## src/rtl/alu_arbiter.sv

```systemverilog
// Round-robin front end that lets two requesters share one combinational ALU.
// The winner's operands are held on the ALU for EXEC_CYCLES, then the result is returned tagged with the winner's ID.
module alu_arbiter #(
  parameter int WIDTH       = 8,
  parameter int EXEC_CYCLES = 1
) (
  input  logic             clk,
  input  logic             rst_n,
  input  logic             req0,
  input  logic [WIDTH-1:0] a0,
  input  logic [WIDTH-1:0] b0,
  input  logic             op0,
  input  logic             req1,
  input  logic [WIDTH-1:0] a1,
  input  logic [WIDTH-1:0] b1,
  input  logic             op1,
  output logic             ack0,
  output logic             ack1,
  output logic [WIDTH-1:0] alu_A,
  output logic [WIDTH-1:0] alu_B,
  output logic             alu_op,
  input  logic [WIDTH-1:0] alu_S,
  output logic [WIDTH-1:0] result,
  output logic             result_id,
  output logic             result_valid,
  input  logic             result_ready,
  output logic             busy
);

  typedef enum logic [1:0] {
    IDLE = 2'd0,
    EXEC = 2'd1,
    DONE = 2'd2
  } state_t;

  localparam logic [3:0] CNT_INIT = 4'(EXEC_CYCLES - 1);

  state_t           r_state;
  state_t           w_next;
  logic [3:0]       r_cnt;
  logic             r_last_id;
  logic             r_ack0;
  logic             r_ack1;
  logic [WIDTH-1:0] r_alu_a;
  logic [WIDTH-1:0] r_alu_b;
  logic             r_alu_op;
  logic [WIDTH-1:0] r_result;
  logic             r_result_id;
  logic             w_grant;
  logic             w_win;

  // On a tie the requester that did not win last time is chosen.
  always_comb begin
    w_grant = 1'b0;
    w_win   = 1'b0;
    if (r_state == IDLE) begin
      if (req0 && req1) begin
        w_grant = 1'b1;
        w_win   = ~r_last_id;
      end else if (req0) begin
        w_grant = 1'b1;
        w_win   = 1'b0;
      end else if (req1) begin
        w_grant = 1'b1;
        w_win   = 1'b1;
      end
    end
  end

  always_comb begin
    w_next = r_state;
    case (r_state)
      IDLE:    if (w_grant) w_next = EXEC;
      EXEC:    if (r_cnt == 4'd0) w_next = DONE;
      DONE:    if (result_ready) w_next = IDLE;
      default: w_next = IDLE;
    endcase
  end

  always_ff @(posedge clk or negedge rst_n) begin
    if (!rst_n) r_state <= IDLE;
    else        r_state <= w_next;
  end

  always_ff @(posedge clk or negedge rst_n) begin
    if (!rst_n) begin
      r_cnt       <= 4'd0;
      r_last_id   <= 1'b1;
      r_ack0      <= 1'b0;
      r_ack1      <= 1'b0;
      r_alu_a     <= '0;
      r_alu_b     <= '0;
      r_alu_op    <= 1'b0;
      r_result    <= '0;
      r_result_id <= 1'b0;
    end else begin
      r_ack0 <= 1'b0;
      r_ack1 <= 1'b0;
      if (w_grant) begin
        r_alu_a     <= w_win ? a1 : a0;
        r_alu_b     <= w_win ? b1 : b0;
        r_alu_op    <= w_win ? op1 : op0;
        r_result_id <= w_win;
        r_last_id   <= w_win;
        r_ack0      <= ~w_win;
        r_ack1      <= w_win;
        r_cnt       <= CNT_INIT;
      end else if (r_state == EXEC) begin
        // The ALU output is only trusted after the full settle window.
        if (r_cnt == 4'd0) r_result <= alu_S;
        else               r_cnt    <= r_cnt - 4'd1;
      end
    end
  end

  assign ack0         = r_ack0;
  assign ack1         = r_ack1;
  assign alu_A        = r_alu_a;
  assign alu_B        = r_alu_b;
  assign alu_op       = r_alu_op;
  assign result       = r_result;
  assign result_id    = r_result_id;
  assign result_valid = (r_state == DONE);
  assign busy         = (r_state != IDLE);

endmodule
```

## config.mk

```make
export PLATFORM = sky130hd
export DESIGN_NAME = alu_arbiter
export DESIGN_NICKNAME = d
export VERILOG_FILES = /design/src/rtl/alu_arbiter.sv
export SDC_FILE = /design/constraint.sdc
export NUM_CORES = 1
export LEC_CHECK = 0
export CAP_MARGIN = 15
export CORE_ASPECT_RATIO = 0.9
export CORE_MARGIN = 5
export CORE_UTILIZATION = 39
export CTS_CLUSTER_DIAMETER = 60
export CTS_CLUSTER_SIZE = 25
export DETAILED_ROUTE_END_ITERATION = 12
export PLACE_DENSITY = 0.85
export SLEW_MARGIN = 20
export SYNTH_ARGS = -nofsm -noshare
export SYNTH_HDL_FRONTEND = slang
export SYNTH_SLANG_ARGS = --single-unit
```

## constraint.sdc

```tcl
create_clock -name clk -period 1.9 [get_ports clk]
set_clock_uncertainty 0.05 [all_clocks]
set_input_delay 0.475 -clock clk [delete_from_list [all_inputs] [get_ports clk]]
set_output_delay 0.475 -clock clk [all_outputs]
set_load 0.005 [all_outputs]
```

# Yosys cells after proc, flatten, opt, wreduce, memory -nomap -nowiden
# Index checks and enable logic that the tools add are counted.
[op_classes]
muxes = 19
n_eq_ne = 6
bitwise = 3
addsub = 1
n_reduce_logical = 8
[op_table]
columns = ["operator", "n"]
rows = [
  ["$mux W8", 2],
  ["$mux W4", 3],
  ["$mux W1", 10],
  ["$mux W2", 3],
  ["$ne A2 B2 Y1 const B", 3],
  ["$pmux W2 S3", 1],
  ["$reduce_and A3 Y1", 2],
  ["$logic_not A4 Y1", 1],
  ["$reduce_bool A2 Y1", 2],
  ["$sub A4 B1 Y4 const B", 1],
  ["$not A1 Y1", 3],
  ["$eq A2 B1 Y1 const B", 1],
  ["$eq A2 B2 Y1 const B", 1],
  ["$logic_not A2 Y1", 1],
  ["$ne A2 B1 Y1 const B", 1],
  ["$reduce_and A2 Y1", 1],
  ["$logic_and A1 B1 Y1", 1],
]
[word_totals]
in_bits = 47
register_bits = 35
output_inout_bits = 30

# Longest topological paths before layout
# Gate-level depths: netlist of the first run.
[depth]
word_depth = 6
mapped_depth = 6

# Least setup slack after synthesis of the first run
# No wires, ideal clock.
[synth_path]
kind = "register to register"
from = "register r_cnt[0]"
to = "register r_result[0] (netlist: result[0])"
path_stages_with_launch = 7
t_arrival_ps = 1324
setup_ps = 125
period_less_slack_ps = 1499
slack_ps = 401
cell_sequence = "dfrtp_1 > inv_1 > ha_1 > nand3b_1 > nand2b_1 > buf_2 > mux2_2"
[synth_via]
elab_chain_len = 2
[synth_rtl]
columns = ["item", "line", "rtl"]
rows = [
  ["from (decl)", "40", "logic [3:0] r_cnt;"],
  ["from (signal assigned)", "111", "else r_cnt <= r_cnt - 4'd1;"],
  ["$logic_not A4 Y1", "110", "if (r_cnt == 4'd0) r_result <= alu_S;"],
  ["$reduce_and A3 Y1 (no line)", "n/a", ""],
  ["to (signal assigned)", "110", ""],
  ["to (decl)", "47", "logic [WIDTH-1:0] r_result;"],
]
# Every way passes these cells.
# A chain may end at the register's enable or synchronous reset.

# Worst setup path in the final report of the first run
[layout_path]
from = "register r_state[0]"
to = "output busy"
[layout_via]
elab_chain_len = 1
[layout_rtl]
columns = ["item", "line", "rtl"]
rows = [
  ["from (decl)", "38", "state_t r_state;"],
  ["from (signal assigned)", "82", "else r_state <= w_next;"],
  ["$reduce_bool A2 Y1", "124", "assign busy = (r_state != IDLE);"],
  ["to (decl)", "27", "output logic busy"],
]
# Every way passes these cells.

==> flow_metrics.tcl, run 1 <==
set metrics [dict create \
    dr_total_vias 1326 \
    hold_violations 0 \
    cts_buffer_depth 2 \
    antenna_found_initial 0 \
    gp_congestion 0.863 \
    antenna_left 0 \
    layout-drive-gt1-share 0.129 \
    die_y_um 69.4 \
    fillers 281 \
    grt_pass1_vias 1438 \
    final_nets 248 \
    fin_util 0.658 \
    syn-num-nets 168 \
    final.period_utilization 0.953 \
    clkLatencyLatePin_ns 0.28 \
    status "complete, no violations" \
    gr-total-overflow 0 \
    cap_violations 0 \
    worstPathRequired_ns 1.37 \
    cts_hold_buf 0 \
    synth_area_um2 1530 \
    crit_type "flop to output port" \
    grt_util_all_layers 0.168 \
    port_buffers 76 \
    fin_crit_ns 1.81 \
    dp.cells 238 \
    yosys_warnings 0 \
    ys_types 25 \
    grt_pass1_wl_um 7150 \
    rows 21 \
    rsz0062_at_grt "no" \
    routed_wl_um 4270 \
    powerDensity_nw_per_um2 1500 \
    area_delta_synth_final_pct 61.5 \
    drtPass1Iterations 4 \
    max_freq_ghz 0.552 \
    cp_max_fo 4 \
    dieArea_um2 5280 \
    start_kind "flop" \
    start_util 0.407 \
    slew_headroom 0.651 \
    crit_start "r_state[0]$_DFFE_PN0P_" \
    drc_errors 0 \
    grt_max_degree 36 \
    insertedDiodeCount 0 \
    seqCellArea_um2 878 \
    synth_seq_cells 35 \
    slew_violations 0 \
    cts.htree.levels 2 \
    worst_slew_pin_slew_ns 0.520 \
    final_cell_mix "clkdlybuf4s50_1, dfrtp_1, o21a_1, a221o_1, mux2_2" \
    synthesis.instances 120 \
    routed_via_density 5.37 \
    io_pins 77 \
    reg2reg_from "r_cnt[0]$_DFFE_PN0P_" \
    hold_class "flop to flop" \
    clkTransAtPathRegs_ns 0.07 \
    final_cells 247 \
    hpwl_um 3110 \
    core-area_um2 3760 \
    avgSynthCellArea_um2 12.8 \
    cts_made_buffers 5 \
    max-vdd-ir-drop_uv 588 \
    drt-initial-drc-count 84 \
    layout_commonest_cell "clkdlybuf4s50_1" \
    wl_per_cell_um 17.3 \
    finalSetupViolCount 0 \
    cts-root-buf "clkbuf_8" \
    multi_input_area_um2 581 \
    clock_sinks 35 \
    die_w_um 76.0 \
    min_from "result[6]$_DFFE_PN0P_" \
    power.leakage_nw 1.06 \
    end_kind "output port" \
    cts_tree "built" \
    synth_sequential_area_ratio 0.573 \
    crit_arrival_ns 1.29 \
]
==> layout make-up <==
| cell class | count | area share |
|---|---|---|
| repair buffers | 82 | 0.342 |
| flip-flops and latches | 35 | 0.355 |
| clock buffers | 7 | 0.0349 |
| inverters | 5 | 0.00759 |
| clock inverters | 1 | 0.00203 |
| well taps | 46 | 0.0233 |
| multi-input cells | 71 | 0.235 |
==> synth_stat cells <==
master    instances  area share
buf_6             1      0.0074
dfstp_2           1       0.017
inv_1             5       0.012
and3_1            2      0.0082
dfrtp_1          34        0.56
o21a_1           17       0.083
o21ai_0           6       0.020
nor2_2            1      0.0041
nand2b_1          2      0.0082
buf_8             1      0.0098
nor3b_1           1      0.0049
mux2_2            8       0.059
a211oi_1          1      0.0049
ha_1              1      0.0082
buf_2             5       0.016
nand2_1           2      0.0049
a221o_1          17        0.11
clkbuf_1          2      0.0049
o21bai_1          1      0.0049
nor2_1            2      0.0049
a31o_2            1      0.0057
nand3b_1          1      0.0049
nor3_1            3      0.0098
mux2i_1           3       0.020
a21o_1            2      0.0098
==> cell families (layout without fill, tap and decap cells) <==
kind of cell,Yosys count,in the layout,synth area share
AO/OA/AOI/OAI,45,45,0.240
buffers and inverters,14,95,0.0507
multiplexers,11,11,0.0785
flip-flops,35,35,0.573
adder cells (fa/ha/maj),1,1,0.00818
AND/OR/NAND/NOR,14,14,0.0499
==> state kept, by name, indices dropped and copies added (netlist names) <==
signal and flops:
result 8, r_state 2, ack0 1, r_last_id 1
alu_op 1, r_cnt 4, ack1 1, alu_A 8
result_id 1, alu_B 8
==> through the flow <==
| step | setup WS (ns) | total power [mW] | instance area (um2) | TNS (ns) | hold WS, ns |
|---|---|---|---|---|---|
| floorplan | 0.401 | 2.22 | 1530 | 0 | 0.129 |
| global route | 0.0102 | 3.96 | 2470 | 0 | 0.481 |
| finish | 0.0899 | 3.70 | 2470 | 0 | 0.458 |
| CTS | 0.0101 | 3.74 | 2460 | 0 | 0.460 |
| detailed placement | -0.106 | 3.16 | 2360 | -1.67 | 0.436 |
| global placement | -0.0255 | 3.07 | 2360 | -0.417 | 0.418 |
==> final timing paths <==
| check | to | slack, ns | cells past startpoint |
|---|---|---|---|
| setup / recovery | busy | 0.09 | 4 |
| hold / removal | result[6]$_DFFE_PN0P_ | 0.46 | 1 |
| setup reg to reg | result[2]$_DFFE_PN0P_ | 0.18 | 5 |
| hold reg to reg | result[6]$_DFFE_PN0P_ | 0.46 | 1 |
| max in group asynchronous | r_last_id$_DFFE_PN1P_ | 0.91 | 2 |
| min in group asynchronous | result[0]$_DFFE_PN0P_ | 0.55 | 2 |
==> critical path: stages (launching register included) <==
cell and delay [ns]:
dfrtp_1 0.39, buf_4 0.15, nor2_4 0.13, inv_1 0.06
dlygate4sd2_1 0.26
==> layer usage <==
| metal | vias to the layer above | global-route usage | routed length, um |
|---|---|---|---|
| met2 | 59 | 0.260 | 2130 |
| met5 | - | 0 | 0 |
| met4 | 0 | 0.0692 | 112 |
| met3 | 10 | 0.0649 | 292 |
| li1 | 609 | - | - |
| met1 | 648 | 0.210 | 1740 |
==> timing repair <==
item                                    4_1_cts  5_1_grt
resized for setup                             3        2
pin swaps                                     1        0
endpoints found under the setup margin        2        2
setup buffers                                 1        0
==> power breakdown <==
group / internal [mW] / leakage, nW / total (mW) / switching (mW)
clock: 0.292 / 0.0482 / 0.545 / 0.253
sequential: 1.11 / 0.429 / 1.33 / 0.218
combinational: 1.16 / 0.585 / 1.83 / 0.667
Power figures use the tool's default switching activity.
==> run 2, diff against run 1 <==
SKIP_CTS_REPAIR_TIMING = 1   (was default)
==> flow_metrics.tcl, run 2 (synthesis results as in run 1) <==
set metrics [dict create \
    final.period_utilization 0.909 \
    hold_end "result[6]$_DFFE_PN0P_" \
    antenna_left 0 \
    grt_util_all_layers 0.167 \
    cap_violations 0 \
    end_kind "flop" \
    worst_slack_ns 0.173 \
    rsz0062_at_grt "no" \
    hold_class "flop to flop" \
    powerDensity_nw_per_um2 1490 \
    hold_violations 0 \
    routed.top_layer "met4" \
    slew_violations 0 \
    area_delta_synth_final_pct 61.3 \
    core-area_um2 3760 \
    drtPass1Iterations 4 \
    layout_commonest_cell "clkdlybuf4s50_1" \
    drt-initial-drc-count 85 \
    route.met2.wl_um 2080 \
    cts_made_buffers 5 \
    io_pins 77 \
    routed_wl_um 4210 \
    dieArea_um2 5280 \
    die_w_um 76.0 \
    gr-total-overflow 0 \
    max_freq_ghz 0.579 \
    layout-drive-gt1-share 0.130 \
    start_util 0.407 \
    fillers 279 \
    slew_headroom 0.660 \
    routed_via_density 5.33 \
    holdWs_ns 0.458 \
    cts_buffer_depth 2 \
    gp_congestion 0.863 \
    cp_max_fo 20 \
    dr_total_vias 1310 \
    final_cell_mix "clkdlybuf4s50_1, dfrtp_1, o21a_1, a221o_1, mux2_2" \
    grt_max_degree 36 \
    fin_crit_ns 1.73 \
    clock_sinks 35 \
    cts-root-buf "clkbuf_8" \
    finalSetupViolCount 0 \
    worstHoldPathCells 1 \
    min_from "result[6]$_DFFE_PN0P_" \
    post-place-ws_ns -0.106 \
    fin_setup_tns_ns 0 \
    antenna_found_initial 0 \
    ff2ff_path_depth 5 \
    wl_met1_um 1730 \
    power.leakage_nw 1.06 \
    insertedDiodeCount 0 \
    reg2reg_from "r_cnt[0]$_DFFE_PN0P_" \
    fin_util 0.657 \
    die_y_um 69.4 \
    crit_arrival_ns 1.84 \
    dr_wl_met3_um 283 \
    clkTransAtPathRegs_ns 0.07 \
    grt_pass1_vias 1432 \
    rows 21 \
    max-vdd-ir-drop_uv 563 \
    final_nets 247 \
    grt_pass1_wl_um 7090 \
    hpwl_um 3110 \
    worst_slew_pin_slew_ns 0.507 \
    cts.htree.levels 2 \
    r2r_end "result[2]$_DFFE_PN0P_" \
    drc_errors 0 \
    clkLatencyLatePin_ns 0.28 \
    status "complete, no violations" \
    start_kind "input port" \
    worstPathRequired_ns 2.02 \
    port_buffers 76 \
    wl_per_cell_um 17.1 \
    r2r_setup_slack_ns 0.19 \
    crit_type "input port to flop" \
    cts_tree "built" \
]
-- run 2: how the worst max path moves through the flow --
| stage | from | cells after the start | end | slack (ns) |
|---|---|---|---|---|
| finish | req0 | 5 | alu_B[1]$_DFFE_PN0P_ | 0.17 |
| global route | r_cnt[0]$_DFFE_PN0P_ | 5 | result[0]$_DFFE_PN0P_ | 0.09 |
| CTS | r_state[1]$_DFFE_PN0P_ | 3 | busy | -0.08 |
| detailed placement | req0 | 5 | alu_B[4]$_DFFE_PN0P_ | -0.11 |
| global placement | req0 | 5 | alu_B[5]$_DFFE_PN0P_ | -0.03 |
| floorplan | r_cnt[0]$_DFFE_PN0P_ | 6 | result[0]$_DFFE_PN0P_ | 0.40 |
-- run 2: per-layer routing --
layer,global-route usage,vias to the layer above
met4,0.0692,0
met1,0.209,638
met2,0.257,54
met5,0,-
li1,-,608
met3,0.0649,10
-- run 2: per-stage QoR --
step	instances	area, um2	total power, mW
after floorplan	120	1530	2.22
after global placement	238	2360	3.07
after detailed placement	238	2360	3.16
after CTS	246	2460	3.73
after global routing	246	2470	3.95
final	246	2470	3.69
-- run 2: where the power goes --
group	total, mW	leakage [nW]	internal, mW	switching (mW)
sequential	1.34	0.428	1.11	0.228
clock	0.545	0.0482	0.292	0.253
combinational	1.80	0.587	1.16	0.645
-- run 2: critical path, stage by stage --
cell and delay (ns):
clkdlybuf4s50_1 0.56, nand2_1 0.08, and3_1 0.22, buf_12 0.16, a221o_1 0.35
-- run 2: layout make-up --
cell class,count,area (um2),area share
clock inverters,1,5.00,0.00203
inverters,5,18.8,0.00760
flip-flops and latches,35,880,0.356
repair buffers,81,841,0.341
well taps,46,57.6,0.0233
multi-input cells,71,581,0.235
clock buffers,7,86.3,0.0350
